`src/rtl/xt_keyboard_port.sv`:
```
`default_nettype none
// ============================================================================
//  Module   : xt_keyboard_port
//  Purpose  : XT keyboard interface stage. Acknowledges every keycode that the
//             PS/2 receiver presents, buffers the codes in a small FIFO, and
//             hands them one at a time to 8255 port A with IRQ1. The XT port B
//             handshake is honoured: PB7 clears the latch, and a long PB6 low
//             pulse performs a keyboard reset.
//  Ports    : clock, reset_n             - core clock, async active-low reset
//             kb_irq, kb_keycode         - keycode valid / value from receiver
//             kb_clear_keycode           - one-cycle acknowledge to receiver
//             port_clear (PB7)           - clears latch, blocks loading
//             port_clock_n (PB6)         - low holds keyboard clock low
//             port_a_data, irq1          - latched code and interrupt request
//             overflow                   - sticky "code dropped" flag
//             fifo_count                 - current FIFO occupancy
//  Config   : XT_KBD_SELF_TEST_EN - a qualified keyboard reset queues 8'hAA
//             into the flushed FIFO (self-test passed code).
//  Revision : 1.0 - initial release
// ============================================================================
module xt_keyboard_port #(
    parameter int unsigned FIFO_DEPTH = 8,
    parameter logic [15:0] RESET_HOLD = 16'd20000,
    parameter logic [15:0] LOAD_GAP   = 16'd100
) (
    input  logic                          clock,
    input  logic                          reset_n,
    input  logic                          kb_irq,
    input  logic [7:0]                    kb_keycode,
    output logic                          kb_clear_keycode,
    input  logic                          port_clear,
    input  logic                          port_clock_n,
    output logic [7:0]                    port_a_data,
    output logic                          irq1,
    output logic                          overflow,
    output logic [$clog2(FIFO_DEPTH):0]   fifo_count
);

    localparam int unsigned AW = $clog2(FIFO_DEPTH);
    localparam int unsigned CW = AW + 1;

    localparam logic [0:0] c_st_empty = 1'b0;
    localparam logic [0:0] c_st_full  = 1'b1;

    // ------------------------------------------------------------------
    // State
    // ------------------------------------------------------------------
    logic             clear_q,      clear_d;
    logic [7:0]       mem_q [FIFO_DEPTH];
    logic [7:0]       mem_d [FIFO_DEPTH];
    logic [AW-1:0]    wr_ptr_q,     wr_ptr_d;
    logic [AW-1:0]    rd_ptr_q,     rd_ptr_d;
    logic [CW-1:0]    count_q,      count_d;
    logic             overflow_q,   overflow_d;
    logic [15:0]      gap_q,        gap_d;
    logic [15:0]      hold_q,       hold_d;
    logic             clk_n_prev_q, clk_n_prev_d;
    logic [0:0]       state_q,      state_d;
    logic [7:0]       data_q,       data_d;

    logic             w_capture;
    logic             w_flush;
    logic             w_fifo_empty;
    logic             w_fifo_full;
    logic             w_load;
    logic             w_push;
    logic             w_pop;
    logic             w_drop;

    // ------------------------------------------------------------------
    // Event decode
    // ------------------------------------------------------------------
    // While the acknowledge is out, the receiver has not yet dropped irq,
    // so the level is ignored to avoid capturing the same code twice.
    assign w_capture    = kb_irq & ~clear_q;

    // Qualified keyboard reset: PB6 rising edge after a long enough low time.
    // The hold counter still carries its final value in the edge cycle.
    assign w_flush      = port_clock_n & ~clk_n_prev_q & (hold_q == RESET_HOLD);

    assign w_fifo_empty = (count_q == '0);
    assign w_fifo_full  = (count_q == CW'(FIFO_DEPTH));

    assign w_load       = (state_q == c_st_empty) & ~w_fifo_empty & ~port_clear
                        & port_clock_n & (gap_q == 16'd0) & ~w_flush;
    assign w_pop        = w_load;

    // A full FIFO still accepts a push when the head leaves in the same cycle.
    assign w_push       = w_capture & ~w_flush & (~w_fifo_full | w_pop);
    assign w_drop       = w_capture & ~w_flush & w_fifo_full & ~w_pop;

    // ------------------------------------------------------------------
    // Acknowledge, gap and hold counters
    // ------------------------------------------------------------------
    always_comb begin
        // Every capture is acknowledged, including dropped or flushed codes.
        clear_d      = w_capture;
        clk_n_prev_d = port_clock_n;

        if (port_clear) begin
            gap_d = LOAD_GAP;
        end else if (gap_q == 16'd0) begin
            gap_d = 16'd0;
        end else begin
            gap_d = gap_q - 16'd1;
        end

        if (port_clock_n) begin
            hold_d = 16'd0;
        end else if (hold_q == RESET_HOLD) begin
            hold_d = hold_q;
        end else begin
            hold_d = hold_q + 16'd1;
        end
    end

    // ------------------------------------------------------------------
    // FIFO
    // ------------------------------------------------------------------
    always_comb begin
        mem_d      = mem_q;
        wr_ptr_d   = wr_ptr_q;
        rd_ptr_d   = rd_ptr_q;
        count_d    = count_q;
        overflow_d = overflow_q;

        if (w_flush) begin
            wr_ptr_d   = '0;
            rd_ptr_d   = '0;
            count_d    = '0;
            overflow_d = 1'b0;
`ifdef XT_KBD_SELF_TEST_EN
            // Self-test passed code becomes the only queued entry.
            mem_d[0]   = 8'hAA;
            wr_ptr_d   = AW'(1);
            count_d    = CW'(1);
`endif
        end else begin
            if (w_push) begin
                mem_d[wr_ptr_q] = kb_keycode;
                wr_ptr_d        = wr_ptr_q + AW'(1);
            end
            if (w_pop) begin
                rd_ptr_d = rd_ptr_q + AW'(1);
            end
            case ({w_push, w_pop})
                2'b10:   count_d = count_q + CW'(1);
                2'b01:   count_d = count_q - CW'(1);
                default: count_d = count_q;
            endcase
            if (w_drop) begin
                overflow_d = 1'b1;
            end
        end
    end

    // ------------------------------------------------------------------
    // Latch FSM: next-state
    // ------------------------------------------------------------------
    always_comb begin
        state_d = state_q;
        data_d  = data_q;
        if (w_flush || port_clear) begin
            state_d = c_st_empty;
        end else if (w_load) begin
            state_d = c_st_full;
            data_d  = mem_q[rd_ptr_q];
        end
    end

    // ------------------------------------------------------------------
    // Latch FSM: outputs
    // ------------------------------------------------------------------
    always_comb begin
        irq1        = 1'b0;
        port_a_data = 8'h00;
        if (state_q == c_st_full) begin
            irq1        = 1'b1;
            port_a_data = data_q;
        end
    end

    assign kb_clear_keycode = clear_q;
    assign overflow         = overflow_q;
    assign fifo_count       = count_q;

    // ------------------------------------------------------------------
    // Latch FSM: state register
    // ------------------------------------------------------------------
    always_ff @(posedge clock or negedge reset_n) begin
        if (!reset_n) begin
            state_q <= c_st_empty;
            data_q  <= 8'h00;
        end else begin
            state_q <= state_d;
            data_q  <= data_d;
        end
    end

    // ------------------------------------------------------------------
    // Remaining registers
    // ------------------------------------------------------------------
    always_ff @(posedge clock or negedge reset_n) begin
        if (!reset_n) begin
            clear_q      <= 1'b0;
            mem_q        <= '{default: 8'h00};
            wr_ptr_q     <= '0;
            rd_ptr_q     <= '0;
            count_q      <= '0;
            overflow_q   <= 1'b0;
            gap_q        <= 16'd0;
            hold_q       <= 16'd0;
            clk_n_prev_q <= 1'b1;
        end else begin
            clear_q      <= clear_d;
            mem_q        <= mem_d;
            wr_ptr_q     <= wr_ptr_d;
            rd_ptr_q     <= rd_ptr_d;
            count_q      <= count_d;
            overflow_q   <= overflow_d;
            gap_q        <= gap_d;
            hold_q       <= hold_d;
            clk_n_prev_q <= clk_n_prev_d;
        end
    end

endmodule
`default_nettype wire

```
`config.mk`:
```
export PLATFORM = sky130hd
export DESIGN_NAME = xt_keyboard_port
export DESIGN_NICKNAME = d
export VERILOG_FILES = /design/src/rtl/xt_keyboard_port.sv
export SDC_FILE = /design/constraint.sdc
export NUM_CORES = 1
export LEC_CHECK = 0
export ABC_AREA = 1
export CAP_MARGIN = 25
export CELL_PAD_IN_SITES_DETAIL_PLACEMENT = 0
export CELL_PAD_IN_SITES_GLOBAL_PLACEMENT = 1
export CORE_MARGIN = 2
export CORE_UTILIZATION = 46
export CTS_CLUSTER_DIAMETER = 40
export CTS_CLUSTER_SIZE = 16
export DETAILED_ROUTE_END_ITERATION = 10
export PLACE_DENSITY = 0.89
export SLEW_MARGIN = 10
export SYNTH_ARGS = -nofsm -noshare
export SYNTH_HDL_FRONTEND = slang
export SYNTH_SLANG_ARGS = --single-unit
```
`constraint.sdc`:
```
create_clock -name clock -period 2.9 [get_ports clock]
set_input_delay 0.87 -clock clock [delete_from_list [all_inputs] [get_ports clock]]
set_output_delay 0.87 -clock clock [all_outputs]
set_load 0.1 [all_outputs]
```
==> results_dict.tcl, run 1 <==
set metrics [dict create \
    switching_share_pct 33.05 \
    clock_power_share_pct 35.3 \
    p_comb_share_pct 23.4 \
    finalCritPeriodShare_pct 87.74 \
    cts_hold_buf 0 \
    hpwl_um 8752 \
    routabilityCongestion 0.8440 \
    n_antenna_cell 0 \
    antenna_found_initial 0 \
    path_cells "clkdlybuf4s50_1 > inv_2 > nor3_2 > nand2_2 > inv_1 > nand4_1 > nor2_1 > inv_1 > nor2_1 > ha_1 > inv_1 > nor2_1 > nor2_1 > nand3_1 > nand3_1 > nand2_1" \
    critPathMaxFanout 4 \
    synth_warnings 0 \
    path_class "in2reg" \
    skew_ns 0.007325 \
    via_count 4592 \
    rsz0062_at_grt "false" \
    drtIter0Drc 325 \
    cts_tree "yes" \
    fmax_mhz 393.0 \
    nNetsFinal 725 \
    relSlewSlack_pct 53.80 \
    finalHoldViolations 0 \
    cp_common_cell "nor2_1" \
    worst_pin_slew_ns 0.6923 \
    cts_resized 0 \
    p_leak_nw 3.227 \
    clockBufferDepth 2 \
    synthFlopType "dfrtp_1" \
    crit_slowest_cell "clkdlybuf4s50_1" \
    grt_start_max_net_pins 52 \
    die_area_um2 13640 \
    syn_nets 683 \
    ir_drop_v 0.0005784 \
    cts_sinks 118 \
    drtPass1Iterations 5 \
    drive_gt1_share_pct 13.51 \
    grt_pass1_vias 4499 \
    ioPinCount 28 \
    synth_area_leaders "dfrtp_1, nand2_1, inv_1" \
    h-tree-depth 4 \
    syn_area_um2 5851 \
    cp_slowest_stage_delay_ns 0.50 \
    grt_usage_pct 21.63 \
    synth_seq_area_share_pct 50.49 \
    power_frac_seq_pct 41.3 \
    p_int_mw 3.989 \
    fp.dieH_um 116.8 \
    clk_latency_ns 0.42 \
    cts_buffers 17 \
    crit_family "simple AND/OR/NAND/NOR gates" \
    synth_cell_types 43 \
    wire_per_inst_um 14.74 \
    endpoint_kind "register" \
    synth_cells 663 \
    ant_nets 0 \
    grt_pass1_wl_um 22390 \
    max_cap_viol_count 0 \
    design.core.area_um2 12520 \
    syn_area_per_cell_um2 8.824 \
    status "complete, no violations" \
    ys_ff_latch 118 \
    vias_per_cell 5.160 \
    yosysTopAreaCell "dfrtp_1" \
    totalWireLength_um 13120 \
    p_sw_mw 1.970 \
    root_buffer "clkbuf_16" \
    whs_ns 0.4045 \
    synth.top_cell.area_share_pct 50.04 \
    portBuffers 27 \
    postCtsSetupRepairBufs 0 \
    fin_setup_tns_ns 0 \
    area_delta_synth_final_pct 17.99 \
    path_buf_inv 5 \
    die_w_um 116.8 \
    power.density_nw_per_um2 863.2 \
    worstPathRequired_ns 3.21 \
    startpoint_type "primary input" \
    start_util_pct 46.74 \
    synth-edff-count 0 \
    cts.clk_slew.worst_paths_ns 0.05 \
    drc 0 \
    num_rows 41 \
    async_flop_share_pct 100.0 \
    slew_viol_final 0 \
    arrival_ns 2.85 \
    setup_viol 0 \
    grt_remaining_overflow 0 \
    hp-class "in2async" \
    fin_crit_ns 2.545 \
    fin_util_pct 55.15 \
]
## cell usage in the layout (no fill, tap or decap), types with 3 or more instances in the layout
master           instances
clkinv_4                 3
a21oi_1                 25
buf_4                   33
clkbuf_16               17
nand4_1                  8
ha_1                     7
o21ai_2                  6
nand2_4                  3
nand2_1                143
xnor2_1                  5
nand3_1                 27
inv_1                   71
mux2i_1                 16
clkdlybuf4s50_1         11
clkinv_2                 5
dfrtp_1                117
nor2_1                  52
bufinv_16                3
o21ai_0                 40
o211ai_1                16
o21ai_1                 50
xor2_1                  10
nor3b_1                  3
nand4_4                  7
nor2_2                   5
nor3_1                   9
## sequential cells by signal, summed over array words and instances, names as in the netlist
signal / flops
state_q: 1
gap_q: 16
kb_clear_keycode: 1
wr_ptr_q: 3
mem_q: 64
fifo_count: 4
hold_q: 16
clk_n_prev_q: 1
data_q: 8
rd_ptr_q: 3
overflow: 1
## metal layers
metal,track usage (%),vias to the layer above,part of all wire [%]
met4,7.843,0,1.6
li1,-,2276,-
met2,33.72,99,47
met1,29.39,2197,47
met3,5.664,20,4.3
met5,0,-,0
## final cells by class
| class | instances | area, um^2 |
|---|---|---|
| inverter | 75 | 284.0 |
| fill | 1156 | 5614 |
| clock buffer | 19 | 442.9 |
| tap | 172 | 215.2 |
| clock inverter | 13 | 156.4 |
| multi-input combinational | 447 | 2452 |
| sequential | 118 | 2954 |
| timing repair buffer | 46 | 397.9 |
## power groups by stage
stage                     Combinational, mW  Sequential (mW)  Clock [mW]
after floorplan                       0.902             2.62           0
after detailed placement               1.40             2.48           0
final                                  1.39             2.46        2.11
after global placement                 1.34             2.45           0
after global routing                   1.59             2.51        2.24
after CTS                              1.41             2.45        2.14
## synth_stat cells, types with 2 or more instances
| cell | count |
|---|---|
| nor2_2 | 5 |
| nand4_4 | 7 |
| buf_6 | 7 |
| o21ai_0 | 40 |
| ha_1 | 7 |
| nor2_1 | 52 |
| o21a_1 | 2 |
| mux2i_1 | 16 |
| o21ai_1 | 50 |
| o21ai_2 | 6 |
| buf_2 | 4 |
| nand2_4 | 3 |
| inv_2 | 2 |
| nor3b_1 | 3 |
| nand3_1 | 27 |
| a21oi_1 | 25 |
| o211ai_1 | 16 |
| nand4_1 | 8 |
| inv_1 | 71 |
| dfrtp_1 | 117 |
| xor2_1 | 10 |
| nor3_1 | 9 |
| nand2_1 | 143 |
| buf_1 | 2 |
| xnor2_1 | 5 |
| clkbuf_1 | 9 |
## final timing paths
path / from / endpoint / slack, ns / cells past startpoint
min: reset_n / hold_q[6] / 0.40 / 1
min reg2reg: gap_q[0] / gap_q[0] / 0.44 / 1
max reg2reg: gap_q[0] / fifo_count[3] / 0.46 / 15
max in group asynchronous: reset_n / mem_q[48] / 1.73 / 2
max: port_clock_n / fifo_count[3] / 0.36 / 16
min in group clock: gap_q[0] / gap_q[0] / 0.44 / 1
## stage by stage
stage / instance area, um^2 / std cells / worst slack (ns) / power, mW
after floorplan: 5851 / 663 / 0.1470 / 3.523
after global placement: 6304 / 858 / 0.02205 / 3.792
after detailed placement: 6304 / 858 / -0.05128 / 3.874
after CTS: 6903 / 890 / 0.3843 / 6.005
after global routing: 6903 / 890 / 0.1795 / 6.345
final: 6903 / 890 / 0.3554 / 5.959
## kinds of logic after synthesis
kind of cell	synth area share, %
mux	2.737
compound gates	13.75
buf+inv	7.592
simple gates	21.69
xor+xnor	2.245
fa+ha+maj	1.497
flops	50.49
Power figures use the tool's default switching activity.
==> run 2, diff against run 1 <==
- GPL_TIMING_DRIVEN: default -> 0
==> run 2 against run 1 <==
Non-clock buffer count up 6. Sequential power about the same. Setup slack worse by 0.29 ns. Maximum frequency down 10%. Cell count up 0.67%. Core utilization up 1.0 points. Global-route usage up 0.11 points. Die area unchanged. Clock skew down 0.0014 ns. Critical path type is now reg2out. Largest cell class unchanged. Largest power group unchanged.
==> results_dict.tcl, run 2 (synthesis gave the netlist of run 1 again) <==
set metrics [dict create \
    max_cap_viol_count 0 \
    slew_viol_final 0 \
    path_class "reg2out" \
    fp.dieH_um 116.8 \
    h-tree-depth 4 \
    fin_crit_ns 2.835 \
    reg2reg_to "fifo_count[3]" \
    layout_common_cells "nand2_1, dfrtp_1, inv_1, nor2_1, o21ai_1" \
    drc 0 \
    clk_latency_ns 0.42 \
    cts_sinks 118 \
    relSlewSlack_pct 35.06 \
    endpoint_kind "output port" \
    totalWireLength_um 13410 \
    r2r-start "gap_q[0]" \
    p_leak_nw 3.274 \
    grt_pass1_vias 4524 \
    die_area_um2 13640 \
    grt_start_max_net_pins 72 \
    rsz0062_at_grt "true" \
    grt_usage_pct 21.74 \
    arrival_ns 1.96 \
    grt_pass1_wl_um 22390 \
    largest_register_ff_count 64 \
    area_delta_synth_final_pct 20.15 \
    vias_per_cell 5.272 \
    antenna_found_initial 0 \
    clockBufferDepth 2 \
    hp-class "in2async" \
    n_antenna_cell 0 \
    drive_gt1_share_pct 11.46 \
    via_count 4724 \
    hpwl_um 9504 \
    root_buffer "clkbuf_16" \
    skew_ns 0.005945 \
    critPathMaxFanout 10 \
    drtPass1Iterations 5 \
    ir_drop_v 0.0005007 \
    fmax_mhz 352.8 \
    portBuffers 27 \
    ff2ff_setup_slack_ns 0.35 \
    die_w_um 116.8 \
    reg_top3 "mem_q x64, gap_q x16, hold_q x16" \
    fin_setup_tns_ns 0 \
    num_rows 41 \
    design.core.area_um2 12520 \
    setup_viol 0 \
    finalCritPeriodShare_pct 97.75 \
    worst_pin_slew_ns 0.9710 \
    cts.clk_slew.worst_paths_ns 0.05 \
    wire_per_inst_um 14.97 \
    status "complete, no violations" \
    nNetsFinal 731 \
    mostFrequentLayoutCell "nand2_1" \
    ant_nets 0 \
    routabilityCongestion 0.8798 \
    finalHoldViolations 0 \
    drtIter0Drc 382 \
    regMostFlops "mem_q" \
    reg2regPathDepth 16 \
    ioPinCount 28 \
    start_util_pct 46.74 \
    grt_remaining_overflow 0 \
    worstPathRequired_ns 2.03 \
    cts_tree "yes" \
    startpoint_type "register" \
    cts_buffers 17 \
    total_power_mw 6.283 \
    power.density_nw_per_um2 893.9 \
]
[run 2: cell types whose count changed in the layout (fill, tap and decap cells not counted), moves of 4 or more]
cell,delta
clkbuf_1,+9
buf_6,+9
buf_4,-32
clkbuf_2,+4
[run 2: through the flow]
stage / cell area, um^2 / hold slack (ns) / util, % / worst slack, ns / cells
3_3_place_gp: 6336 / 0.4151 / 50.62 / -3.524 / 862
5_1_grt: 7029 / 0.4007 / 56.16 / -0.01103 / 896
3_5_place_dp: 6365 / 0.4182 / 50.85 / -0.6767 / 863
6_report: 7029 / 0.3737 / 56.16 / 0.06535 / 896
2_1_floorplan: 5851 / 0.4032 / - / 0.1470 / 663
4_1_cts: 7014 / 0.3837 / 56.04 / 0.002099 / 895
[run 2: timing repair]
item                                    in CTS  in global routing
hold buffers                                 0                  0
setup buffers                                0                  1
gates resized for setup                      9                 19
endpoints found under the setup margin      10                 11
pin swaps                                    0                  2
[run 2: power by group]
group	switching, mW	internal (mW)	total [mW]
registers	0.325	2.13	2.45
logic	0.964	0.520	1.48
clock network	0.746	1.60	2.35
total	2.03	4.25	6.28
[run 2: cell type report]
cell class                 count  area (um^2)
buffer                        23        166.4
clock buffer                  18        429.2
clock inverter                14        231.5
fill                        1119         5488
inverter                      75        284.0
multi-input combinational    447         2457
sequential                   118         2954
tap                          172        215.2
timing repair buffer          29        291.5
[run 2: metal layers]
layer / part of all wire [%] / GRT usage (%) / vias up
li1: - / - / 2305
met1: 44 / 27.82 / 2274
met2: 49 / 35.57 / 119
met3: 4.8 / 5.561 / 26
met4: 2.0 / 8.627 / 0
met5: 0 / 0 / -
[run 2: worst max path at each step]
stage / end / start / slack [ns]
4_1_cts: port_a_data[6] / state_q / 0.002
2_1_floorplan: fifo_count[3] / fifo_count[0] / 0.15
3_3_place_gp: mem_q[15] / reset_n / -3.52
5_1_grt: fifo_count[3] / port_clear / -0.01
3_5_place_dp: fifo_count[3] / port_clock_n / -0.68
6_report: port_a_data[1] / state_q / 0.07
[run 2: critical path, stage by stage (launching register included)]
cell           delay (ns)
dfrtp_1              0.35
buf_2                0.23
nand2_1              0.07
inv_1                0.05
dlygate4sd2_1        0.84
==> run 3, diff against run 2 <==
- CELL_PAD_IN_SITES_DETAIL_PLACEMENT: 0 -> 1
- clock period: 2.9 -> 2.89 ns (I/O delays scaled with it)
==> run 3 against run 2 <==
Global-route usage up 4.6 points. Power down 3.4%. Via count up 3.8%. Cell count down 0.11%. Combinational power up 5%. Highest routed layer unchanged.
==> results_dict.tcl, run 3 (synthesis gave the netlist of run 1 again) <==
set metrics [dict create \
    status "complete, no violations" \
    r2r-start "gap_q[0]" \
    startpoint_type "register" \
    nNetsFinal 730 \
    fmax_mhz 356.7 \
    routabilityCongestion 0.8798 \
    pre_cts_slack_ns -0.7692 \
    clk_latency_ns 0.44 \
    area_delta_synth_final_pct 18.07 \
    cts_buffers 17 \
    arrival_ns 1.94 \
    switching_share_pct 35.54 \
    mostFrequentLayoutCell "nand2_1" \
    p_comb_share_pct 25.6 \
    power_frac_seq_pct 41.1 \
    cts.clk_slew.worst_paths_ns 0.05 \
    hpwl_um 11310 \
    path_class "reg2out" \
    fin_crit_ns 2.803 \
    endpoint_kind "output port" \
    vias_per_cell 5.479 \
    fin_ws_ns 0.08652 \
    relSlewSlack_pct 34.91 \
    fin_util_pct 55.19 \
    drtIter0Drc 348 \
    drive_gt1_share_pct 11.76 \
    hp-class "in2async" \
    worstPathRequired_ns 2.02 \
    reg_top3 "mem_q x64, gap_q x16, hold_q x16" \
    portBuffers 27 \
    h-tree-depth 4 \
    root_buffer "clkbuf_16" \
    p_int_mw 3.913 \
    crit_slowest_cell "clkdlybuf4s50_1" \
    layout_common_cells "nand2_1, dfrtp_1, inv_1, nor2_1, o21ai_1" \
    cts_sinks 118 \
    postCtsSetupRepairBufs 0 \
    ff2ff_setup_slack_ns 0.22 \
    reg2reg_to "fifo_count[3]" \
    drc 0 \
    critPathMaxFanout 2 \
    grt_usage_pct 26.31 \
    cp_slowest_stage_delay_ns 1.14 \
    regMostFlops "mem_q" \
    ioPinCount 28 \
    num_rows 41 \
    rsz0062_at_grt "true" \
    die_area_um2 13640 \
    die_w_um 116.8 \
    wire_per_inst_um 18.04 \
    clockBufferDepth 2 \
    grt_remaining_overflow 0 \
    cts_tree "yes" \
    power.density_nw_per_um2 878.9 \
    largest_register_ff_count 64 \
    start_util_pct 46.74 \
    design.core.area_um2 12520 \
    cts_hold_buf 0 \
    max_cap_viol_count 0 \
    placed_area_um2 6365 \
    finalCritPeriodShare_pct 97.01 \
    reg2regPathDepth 16 \
    design_area_um2 6908 \
    crit_family "buffers and inverters" \
    worst_pin_slew_ns 0.9748 \
    p_sw_mw 2.158 \
    ant_nets 0 \
    finalHoldViolations 0 \
    path_buf_inv 1 \
    n_antenna_cell 0 \
    dp.cells 863 \
    via_count 4904 \
    fp.dieH_um 116.8 \
    slew_viol_final 0 \
    path_cells "clkdlybuf4s50_1" \
    antenna_found_initial 0 \
    totalWireLength_um 16150 \
    grt_pass1_vias 5301 \
    p_leak_nw 3.222 \
    clock_power_share_pct 33.3 \
    ir_drop_v 0.0005211 \
    drtPass1Iterations 4 \
    setup_viol 0 \
    skew_ns 0.007559 \
    fin_cells 895 \
    fin_setup_tns_ns 0 \
    grt_start_max_net_pins 72 \
    grt_pass1_wl_um 26840 \
]
## run 3: cell types whose count changed in the layout (fill, tap and decap cells not counted), moves of 2 or more
cell,delta
bufinv_16,-5
clkbuf_8,+4
clkbuf_2,+3
clkdlybuf4s15_1,-2
clkinv_2,+2
## run 3: layout make-up
cell class | count | area (um^2)
Buffer | 23 | 166.4
Clock buffer | 23 | 488.0
Clock inverter | 9 | 75.07
Fill cell | 1510 | 5609
Inverter | 75 | 284.0
Multi-Input combinational cell | 447 | 2457
Sequential cell | 118 | 2954
Tap cell | 172 | 215.2
Timing Repair Buffer | 28 | 267.8
## run 3: metal layers
| layer | track usage, % | up-vias | wire length, um |
|---|---|---|---|
| met5 | 0 | - | 0 |
| met4 | 12.63 | 0 | 491 |
| met3 | 6.179 | 42 | 764 |
| met2 | 46.05 | 117 | 8410 |
| met1 | 30.48 | 2463 | 6482 |
| li1 | - | 2282 | - |
## run 3: how the worst max path moves through the flow
stage	from	depth (start not counted)	to	slack, ns
5_1_grt	port_clear	16	fifo_count[3]	-0.04
3_3_place_gp	reset_n	1	mem_q[15]	-3.53
2_1_floorplan	fifo_count[0]	18	fifo_count[3]	0.14
6_report	overflow	1	overflow	0.09
4_1_cts	fifo_count[3]	1	fifo_count[3]	0.002
3_5_place_dp	port_clock_n	17	fifo_count[3]	-0.77
## run 3: what timing repair did
| item | 4_1_cts | 5_1_grt |
|---|---|---|
| endpoints found under the setup margin | 12 | 11 |
| gates cloned | 0 | 0 |
| gates resized for setup | 14 | 21 |
## run 3: power groups by stage
| stage | sequential [mW] | combinational (mW) | clock (mW) |
|---|---|---|---|
| floorplan | 2.63 | 0.905 | 0 |
| global placement | 2.46 | 1.44 | 0 |
| detailed placement | 2.50 | 1.54 | 0 |
| CTS | 2.49 | 1.57 | 2.04 |
| global route | 2.56 | 1.73 | 2.12 |
| finish | 2.50 | 1.55 | 2.02 |
## run 3: per-stage QoR
| stage | total power [mW] | hold slack [ns] |
|---|---|---|
| after floorplan | 3.535 | 0.4032 |
| after global placement | 3.896 | 0.4151 |
| after detailed placement | 4.040 | 0.4186 |
| after CTS | 6.104 | 0.3744 |
| after global routing | 6.409 | 0.3928 |
| final | 6.071 | 0.3580 |
